<file path="config.mk">
export PLATFORM = sky130hd
export DESIGN_NAME = calc_seg_display_flat
export DESIGN_NICKNAME = d
export VERILOG_FILES = /design/src/rtl/calc_disp_pkg.sv /design/src/rtl/calc_seg_display_if.sv /design/src/rtl/calc_bin2bcd.sv /design/src/rtl/calc_seg_display.sv /design/src/flat_wrapper.sv
export SDC_FILE = /design/constraint.sdc
export NUM_CORES = 1
export LEC_CHECK = 0
export ABC_AREA = 0
export CORE_MARGIN = 4
export CORE_UTILIZATION = 49
export CTS_CLUSTER_SIZE = 14
export DETAILED_ROUTE_END_ITERATION = 10
export GPL_TIMING_DRIVEN = 0
export PLACE_DENSITY_LB_ADDON = 0.1
export SKIP_CTS_REPAIR_TIMING = 1
export SYNTH_ARGS = -nofsm -noshare
export SYNTH_HDL_FRONTEND = slang
export SYNTH_SLANG_ARGS = --single-unit
</file>
<file path="constraint.sdc">
create_clock -name clk -period 3.1 [get_ports clk]
set_input_delay 0.775 -clock clk [delete_from_list [all_inputs] [get_ports clk]]
set_output_delay 0.775 -clock clk [all_outputs]
set_load 0.005 [all_outputs]
</file>
<file path="src/rtl/calc_disp_pkg.sv">
// Shared constants for the calculator display stage: digit count, segment codes, FSM encodings.
package calc_disp_pkg;

   localparam int unsigned NUM_DIGITS = 5;
   localparam int unsigned DATA_W     = 16;
   localparam int unsigned BCD_W      = 4 * NUM_DIGITS;
   localparam int unsigned ITER_W     = 4;
   localparam int unsigned SEG_W      = 7;

   // Active-low segment patterns {g,f,e,d,c,b,a}
   localparam logic [SEG_W-1:0] SEG_0     = 7'h40;
   localparam logic [SEG_W-1:0] SEG_1     = 7'h79;
   localparam logic [SEG_W-1:0] SEG_2     = 7'h24;
   localparam logic [SEG_W-1:0] SEG_3     = 7'h30;
   localparam logic [SEG_W-1:0] SEG_4     = 7'h19;
   localparam logic [SEG_W-1:0] SEG_5     = 7'h12;
   localparam logic [SEG_W-1:0] SEG_6     = 7'h02;
   localparam logic [SEG_W-1:0] SEG_7     = 7'h78;
   localparam logic [SEG_W-1:0] SEG_8     = 7'h00;
   localparam logic [SEG_W-1:0] SEG_9     = 7'h10;
   localparam logic [SEG_W-1:0] SEG_BLANK = 7'h7F;

   localparam logic [0:0] IDLE = 1'b0;
   localparam logic [0:0] CONV = 1'b1;

   function automatic logic [SEG_W-1:0] seg_lut(input logic [3:0] d);
      case (d)
         4'd0:    seg_lut = SEG_0;
         4'd1:    seg_lut = SEG_1;
         4'd2:    seg_lut = SEG_2;
         4'd3:    seg_lut = SEG_3;
         4'd4:    seg_lut = SEG_4;
         4'd5:    seg_lut = SEG_5;
         4'd6:    seg_lut = SEG_6;
         4'd7:    seg_lut = SEG_7;
         4'd8:    seg_lut = SEG_8;
         4'd9:    seg_lut = SEG_9;
         default: seg_lut = SEG_BLANK;
      endcase
   endfunction

endpackage

</file>
<file path="src/rtl/calc_seg_display_if.sv">
// Datapath-to-display interface: load/value handshake plus busy and the 7-segment pins.
interface calc_seg_display_if;
   import calc_disp_pkg::*;

   logic                  load;
   logic [DATA_W-1:0]     value;
   logic                  busy;
   logic [SEG_W-1:0]      seg_out;
   logic [NUM_DIGITS-1:0] seg_sel;

   modport master (output load, output value, input busy, input seg_out, input seg_sel);
   modport slave  (input load, input value, output busy, output seg_out, output seg_sel);
endinterface

</file>
<file path="src/rtl/calc_bin2bcd.sv">
// Sequential double-dabble: one add-3/shift iteration per clock, 16 iterations per value.
module calc_bin2bcd
   import calc_disp_pkg::*;
(
   input  logic              clk,
   input  logic              rst,
   input  logic              load,
   input  logic [DATA_W-1:0] value,
   output logic              busy,
   output logic [BCD_W-1:0]  bcd_c,
   output logic              bcd_valid_c
);

   logic [0:0]        state_q, state_d;
   logic [DATA_W-1:0] shift_q, shift_d;
   logic [BCD_W-1:0]  bcd_q, bcd_d;
   logic [ITER_W-1:0] iter_q, iter_d;
   logic [BCD_W-1:0]  adj;

   // State and datapath registers
   always_ff @(posedge clk or negedge rst) begin
      if (!rst) begin
         state_q <= IDLE;
         shift_q <= '0;
         bcd_q   <= '0;
         iter_q  <= '0;
         busy    <= 1'b0;
      end else begin
         state_q <= state_d;
         shift_q <= shift_d;
         bcd_q   <= bcd_d;
         iter_q  <= iter_d;
         busy    <= (state_d == CONV);
      end
   end

   // Next state; bcd_valid_c flags the final iteration so the result lands on that same edge
   always_comb begin
      state_d     = state_q;
      shift_d     = shift_q;
      bcd_d       = bcd_q;
      iter_d      = iter_q;
      bcd_valid_c = 1'b0;

      adj = bcd_q;
      for (int i = 0; i < NUM_DIGITS; i++) begin
         if (adj[4*i +: 4] >= 4'd5) adj[4*i +: 4] = adj[4*i +: 4] + 4'd3;
      end
      bcd_c = {adj[BCD_W-2:0], shift_q[DATA_W-1]};

      if (load) begin
         state_d = CONV;
         shift_d = value;
         bcd_d   = '0;
         iter_d  = '0;
      end else begin
         case (state_q)
            IDLE: ;
            CONV: begin
               bcd_d   = bcd_c;
               shift_d = {shift_q[DATA_W-2:0], 1'b0};
               iter_d  = iter_q + ITER_W'(1);
               if (iter_q == ITER_W'(DATA_W - 1)) begin
                  state_d     = IDLE;
                  bcd_valid_c = 1'b1;
               end
            end
            default: state_d = IDLE;
         endcase
      end
   end

endmodule

</file>
<file path="src/rtl/calc_seg_display.sv">
// Calculator output stage: latches converted BCD digits and multiplexes them onto the 7-segment pins.
module calc_seg_display
   import calc_disp_pkg::*;
#(
   parameter int unsigned REFRESH_DIV = 1024,
   parameter bit          BLANK_LZ    = 1'b1
)(
   input logic               clk,
   input logic               rst,
   calc_seg_display_if.slave bus
);

   localparam int unsigned CNT_W = (REFRESH_DIV > 1) ? $clog2(REFRESH_DIV) : 1;

   logic [BCD_W-1:0]      bcd_c;
   logic                  bcd_valid_c;
   logic [BCD_W-1:0]      shown_q;
   logic [CNT_W-1:0]      refresh_q;
   logic [2:0]            idx_q;
   logic [SEG_W-1:0]      seg_q, seg_c;
   logic [NUM_DIGITS-1:0] sel_q, sel_c;
   logic [3:0]            digit_c;
   logic                  blank_c;

   calc_bin2bcd u_bin2bcd (
      .clk         (clk),
      .rst         (rst),
      .load        (bus.load),
      .value       (bus.value),
      .busy        (bus.busy),
      .bcd_c       (bcd_c),
      .bcd_valid_c (bcd_valid_c)
   );

   // Select the scanned digit; a digit above 0 is blank when it and everything above it is zero
   always_comb begin
      digit_c = '0;
      blank_c = 1'b0;
      sel_c   = '1;
      for (int k = 0; k < NUM_DIGITS; k++) begin
         if (idx_q == 3'(k)) begin
            digit_c  = shown_q[4*k +: 4];
            blank_c  = BLANK_LZ && (k != 0) && ((shown_q >> (4*k)) == '0);
            sel_c[k] = 1'b0;
         end
      end
      seg_c = blank_c ? SEG_BLANK : seg_lut(digit_c);
   end

   // Shown-digit register and free-running scanner
   always_ff @(posedge clk or negedge rst) begin
      if (!rst) begin
         shown_q   <= '0;
         refresh_q <= '0;
         idx_q     <= '0;
         seg_q     <= SEG_BLANK;
         sel_q     <= '1;
      end else begin
         if (bcd_valid_c) shown_q <= bcd_c;
         seg_q <= seg_c;
         sel_q <= sel_c;
         if (refresh_q == CNT_W'(REFRESH_DIV - 1)) begin
            refresh_q <= '0;
            idx_q     <= (idx_q == 3'(NUM_DIGITS - 1)) ? 3'd0 : idx_q + 3'd1;
         end else begin
            refresh_q <= refresh_q + CNT_W'(1);
         end
      end
   end

   assign bus.seg_out = seg_q;
   assign bus.seg_sel = sel_q;

endmodule

</file>
<file path="src/flat_wrapper.sv">
// flat-port wrapper written by rule: the top's interface ports become plain ports
module calc_seg_display_flat import calc_disp_pkg::*;
#(
   parameter int unsigned REFRESH_DIV = 1024,
   parameter bit          BLANK_LZ    = 1'b1
)
  (clk, rst, bus_load, bus_value, bus_busy, bus_seg_out, bus_seg_sel);
  calc_seg_display_if bus_i ();
  input logic clk;
  input logic rst;
  input wire logic [$bits(bus_i.load)-1:0] bus_load;
  input wire logic [$bits(bus_i.value)-1:0] bus_value;
  output wire logic [$bits(bus_i.busy)-1:0] bus_busy;
  output wire logic [$bits(bus_i.seg_out)-1:0] bus_seg_out;
  output wire logic [$bits(bus_i.seg_sel)-1:0] bus_seg_sel;
  assign bus_i.load = bus_load;
  assign bus_i.value = bus_value;
  assign bus_busy = bus_i.busy;
  assign bus_seg_out = bus_i.seg_out;
  assign bus_seg_sel = bus_i.seg_sel;
  calc_seg_display #(.REFRESH_DIV(REFRESH_DIV), .BLANK_LZ(BLANK_LZ)) u_core (.clk(clk), .rst(rst), .bus(bus_i));
endmodule
</file>
# After elaboration in Yosys (flattened, before gate mapping)
# Memory sizes are Yosys's and may differ from the RTL's.
# Index checks and enable logic that the tools add are counted.
[totals]
regBits = 86
n_memories = 1
ram_bits = 0
latch_bits = 0
in_bits = 19
rom_bits = 112
elab_cells = 69
[classes]
n_mul = 0
n_lt_le_gt_ge = 5
n_addsub = 8
n_bitwise = 0
shifts = 0
muxes = 34
eq_ne = 6
div_mod_pow = 0
n_reduce_logical = 6
[memory_table]
columns = ["name", "words", "width", "read_ports", "rd_ports_with_merged_regs", "wr", "line", "text"]
rows = [
  ["(no name shown)", 16, 7, 1, 0, 0, "calc_disp_pkg.sv:27", "case (d)"],
]
[op_table]
columns = ["cell", "n"]
rows = [
  ["$logic_not A20 Y1", 4],
  ["$mux W4", 11],
  ["$mux W20", 2],
  ["$mux W16", 2],
  ["$ge A4 B3 Y1 const B", 5],
  ["$add A4 B2 Y4 const B", 4],
  ["$mux W1", 15],
  ["$add A10 B1 Y10 const B", 1],
  ["$eq A10 B10 Y1 const B", 1],
  ["$mux W10", 1],
  ["$mux W7", 1],
  ["$eq A3 B2 Y1 const B", 2],
  ["$mux W3", 2],
  ["$add A4 B1 Y4 const B", 1],
  ["$eq A4 B4 Y1 const B", 1],
  ["$add A3 B1 Y3 const B", 1],
  ["$add A3 B2 Y3 const B", 1],
  ["$eq A3 B1 Y1 const B", 1],
  ["$eq A3 B3 Y1 const B", 1],
  ["$logic_not A3 Y1", 1],
  ["$reduce_bool A2 Y1", 1],
]

# Longest topological paths before layout
# An unclocked memory read counts as a cell.
[depth]
word_depth = 8
depth_mapped = 12

# Hierarchy
# From an unflattened synthesis, not the netlist that was laid out.
[hier_totals]
cells_unflattened = 434
area_unflattened_um2 = 4468.0
[modules_own_cells]
columns = ["mod", "instances", "cells_each", "area_per_inst_um2", "seq_area_each_um2"]
rows = [
  ["calc_bin2bcd", 1, 253, 2363.5, 1026.0],
  ["calc_seg_display", 1, 181, 2104.5, 1141.1],
]

# Least setup slack after synthesis
# OpenSTA, ideal clock, no wires.
[synth_timing]
kind = "reg2reg"
start = "register u_core.idx_q[0]"
end = "register u_core.seg_q[3], in the netlist u_core.bus.seg_out[3]"
n_path_buf = 1
path_slack_ns = 0.906
arrival_time_ns = 2.110
setup_ns = 0.084
synth_period_minus_slack_ns = 2.194
path_stages_with_launch = 13
cell_sequence = "dfrtp_1 -> inv_1 -> ha_1 -> and2_4 -> buf_12 -> inv_8 -> and3_1 -> a221oi_2 -> inv_1 -> ha_1 -> inv_1 -> nor2_1 -> o2111ai_1"
[synth_via]
elab_chain_len = 8
elab_cells_between_ends = 16
classes_between = "4 x eq/ne; 10 x mux; 1 x reduce/logical; 1 x memory"
[synth_rtl]
columns = ["element", "line", "text"]
rows = [
  ["from (decl)", "calc_seg_display.sv:19", "logic [2:0] idx_q;"],
  ["from (signal assigned)", "calc_seg_display.sv:64", "idx_q <= (idx_q == 3'(NUM_DIGITS - 1)) ? 3'd0 : idx_q + 3'd1;"],
  ["$logic_not A3 Y1", "calc_seg_display.sv:41", "if (idx_q == 3'(k)) begin"],
  ["$mux W4 (5 in series)", "calc_seg_display.sv:41", ""],
  ["$mem_v2 Z16 W7", "-", ""],
  ["$mux W7 *", "calc_seg_display.sv:47", "seg_c = blank_c ? SEG_BLANK : seg_lut(digit_c);"],
  ["named net u_core.seg_c[3]", "calc_seg_display.sv:20", "logic [SEG_W-1:0] seg_q, seg_c;"],
  ["to (signal assigned)", "calc_seg_display.sv:60", "seg_q <= seg_c;"],
  ["to (decl)", "calc_seg_display.sv:20", ""],
]
# The timed path passes the listed nets; every way through them passes the cells marked *.
# A chain may end at the register's enable or synchronous reset.

# Final worst setup path
# Ends and elaborated chain as after synthesis.

==> results.cfg <==
[outcome]
outcome = finished, final reports clean

[grt]
grt_max_degree = 58
top_usage_layer = met2
first_global_vias = 3118
groute.usage.overall_pct = 17.9
number_of_antenna_violations_at_the_first_check_in_global_routing = 0
use_met3_pct = 3.00
global_route_wire_length_before_repair_um = 14800
globalRouteMet1Util_pct = 25.4
gr-usage-met2_pct = 28.2
overflow = 0

[cts]
clkSinkCount = 86
cts_tree = yes
clk_path_buf_depth = 2
worstSkewPairLatency_ps = 340
root_buffer_cell = sky130_fd_sc_hd__clkbuf_8
clock_buffer_count_from_cts = 9
clk_pin_slew_ps = 80
clock_tree.htree_level_count = 3

[yosys]
yosys-mux-area-fraction_pct = 10.2
synthDistinctLibCells = 54
synth_enable_flop_cells = 0
synth_sequential_area_ratio_pct = 50.2
syn_area_per_cell_um2 = 10.4
post_synth_and_or_nand_nor_area_fraction_pct = 14.0
yosys.area.top_type_share_pct = 42.9
synthFlopType = sky130_fd_sc_hd__dfrtp_1
synth_top_family_by_area = simple AND/OR/NAND/NOR gates
synth_most_common_cell = sky130_fd_sc_hd__dfrtp_1
yosysWarningCount = 0
yosys.area_share.adder_pct = 5.21
yosysTopAreaCell = sky130_fd_sc_hd__dfrtp_1
post_synth_inst_count = 417
synth-compound-area-share_pct = 13.2
synth_xor_area_share_pct = 3.04
post_synth_main_area_contributors = sky130_fd_sc_hd__dfrtp_1 (43%), sky130_fd_sc_hd__mux2i_1 (7.9%), sky130_fd_sc_hd__dfstp_2 (7.3%), sky130_fd_sc_hd__ha_1 (5.2%), sky130_fd_sc_hd__a21oi_1 (4.2%)
postSynthNetCount = 454
postSynth.asyncResetShare_pct = 100
synth_common_cells = sky130_fd_sc_hd__dfrtp_1 (74), sky130_fd_sc_hd__a21oi_1 (36), sky130_fd_sc_hd__nor2_1 (36), sky130_fd_sc_hd__o21ai_0 (36), sky130_fd_sc_hd__mux2i_1 (34)
synth_seq_cells = 86
syn_area_mm2 = 0.00432

[finish]
ff_latch_area_mm2 = 0.00217
syn2layout_area_growth_pct = 15.6
layout-drive-gt1-share_pct = 11.0
fill_cells = 734
final_net_count = 497
total_area_of_multi_input_combinational_cells_mm2 = 0.00197
num_antenna_cells = 0
final_core_utilization_pct = 59.6

[routing]
routed-via-count = 3042
drtIter0Drc = 121
drt-total-wl_um = 8490
drc = 0
avgRoutedWirePerCell_um = 14.9
routed_via_density = 5.34
drt_first_pass_iters = 4
antenna_left = 0

[critical_path]
worst_setup_path_end_kind = register
worst-r2r-cell-count = 12
reg2reg_from = u_core.idx_q[0]$_DFFE_PN0N_
crit_path_top_delay_cell = sky130_fd_sc_hd__dfrtp_1
worst_path_largest_cell_delay_ps = 410
critical_path_required_ps = 3360
critical_path.most_common_cell = sky130_fd_sc_hd__inv_1
setup.worst_path.start = u_core.idx_q[0]$_DFFE_PN0N_
cp_cell_sequence = inv_1 -> ha_1 -> and2_4 -> buf_12 -> inv_8 -> and3_1 -> a221oi_2 -> inv_1 -> ha_1 -> inv_1 -> nor2_1 -> o2111ai_1
crit_path_category = register to register
setup.worst_path.start_class = register
timing.critical_path.arrival_ps = 2750
critical_path_maximum_fanout = 8

[floorplanning]
floorplan.die.height_um = 102
floorplan.core_area_mm2 = 0.00838
die_footprint_mm2 = 0.0104
initial_core_util_pct = 51.5
placement_rows = 33
die_width_um = 102
pin_count = 32

[placement]
final_estimated_routing_congestion_in_global_placement = 0.819
place_worst_setup_slack_ps = 527
buffer_ports.inserted = 31
place.detailed.hpwl_um = 6190

[pwr]
worst_ir_drop_vdd_v = 0.000335
total_power_mw = 2.17
power_density_mw_per_mm2 = 434
leakagePower_nw = 2.37

[sta]
unrepaired_setup_endpoints_after_global_routing = false
fin_skew_ps = 11.7
max_freq_mhz = 401
worst_margin_slew_ps = 727
layout_min_cycle_time_ps = 2490
post-route-period-util_pct = 80.4
setup_viol_count_final = 0
setup_tns_ps = 0
maxSlewViolCount = 0
slew_headroom_pct = 51.6
final_hold_viol_count = 0
setup_slack_ps = 608

[worst_hold_path]
worst_hold_path_type = input port to async pin

[job]
maxCapViolCount = 0
[flip-flops by register name, summed over array words and instances, names as in the netlist]
signal / count
u_core.shown_q: 20
u_core.u_bin2bcd.state_q: 1
u_core.bus.seg_sel: 5
u_core.refresh_q: 10
u_core.bus.seg_out: 7
u_core.idx_q: 3
u_core.u_bin2bcd.shift_q: 16
u_core.u_bin2bcd.iter_q: 4
u_core.u_bin2bcd.bcd_q: 20
[cell usage in the layout, fill, tap and decap left out, drive strengths merged, types with 3 or more instances in the layout]
| cell type | synthesis | final |
|---|---|---|
| nand2 | 32 | 32 |
| a21oi | 36 | 36 |
| a221oi | 3 | 3 |
| xnor2 | 9 | 9 |
| a211oi | 4 | 4 |
| nand2b | 8 | 8 |
| clkbuf | 16 | 27 |
| and2 | 3 | 3 |
| mux2i | 34 | 34 |
| buf | 3 | 5 |
| o21ai | 38 | 38 |
| and3 | 6 | 6 |
| ha | 18 | 18 |
| dfrtp | 74 | 74 |
| nand3 | 12 | 12 |
| clkdlybuf4s50 | 0 | 30 |
| clkinv | 0 | 3 |
| nor3b | 9 | 9 |
| inv | 22 | 22 |
| nor2 | 36 | 36 |
| xor2 | 6 | 6 |
| mux2 | 9 | 9 |
| dfstp | 12 | 12 |
| nand4 | 4 | 4 |
[final timing paths]
path / to / slack [ps]
max in group asynchronous: u_core.bus.seg_sel[2]$_DFF_PN1_ / 2100
min in group clk: u_core.refresh_q[4]$_DFF_PN0_ / 500
hold / removal: u_core.u_bin2bcd.bcd_q[17]$_DFFE_PN0P_ / 360
setup / recovery: u_core.bus.seg_out[3]$_DFF_PN1_ / 610
setup reg to reg: u_core.bus.seg_out[3]$_DFF_PN1_ / 610
hold reg to reg: u_core.refresh_q[4]$_DFF_PN0_ / 500
[power breakdown]
group | switching, mW | internal (mW) | leakage [nW]
Sequential | 0.0301 | 1.16 | 1.08
Combinational | 0.0809 | 0.0713 | 1.18
Clock | 0.374 | 0.451 | 0.107
[kinds of logic (layout without fill, tap and decap cells)]
kind of cell / after synthesis / count (layout)
buffers and inverters: 41 / 89
AO/OA/AOI/OAI: 93 / 93
XOR/XNOR: 15 / 15
adder cells (fa/ha/maj): 18 / 18
flip-flops: 86 / 86
AND/OR/NAND/NOR: 121 / 121
multiplexers: 43 / 43
[critical path: cells and delay by family (launching register included)]
kind | cells | cell delay, ps
buffers and inverters | 5 | 440
AND/OR/NAND/NOR | 3 | 420
AO/OA/AOI/OAI | 2 | 540
flip-flops | 1 | 410
adder cells (fa/ha/maj) | 2 | 610
[per-layer routing]
layer  up-vias  wire length, um
li1       1531                -
met1      1467             4150
met2        36             4010
met3         8              240
met4         0               83
met5         -                0
[layout make-up]
type                       instances  share of cell area [%]
sequential                        86                    43.4
multi-input combinational        290                    39.5
timing repair buffer              32                    6.72
clock buffer                      11                    2.63
tap                              105                    2.63
inverter                          22                    1.80
buffer                            19                    1.78
clock inverter                     5                    1.50
[metrics by stage]
step / cells / cell area (um^2) / hold WS [ps]
floorplan: 417 / 4320 / 453
global placement: 553 / 4760 / 478
detailed placement: 554 / 4790 / 484
CTS: 570 / 4990 / 356
global route: 570 / 4990 / 372
finish: 570 / 4990 / 359
(Power assumes the default switching activity.)
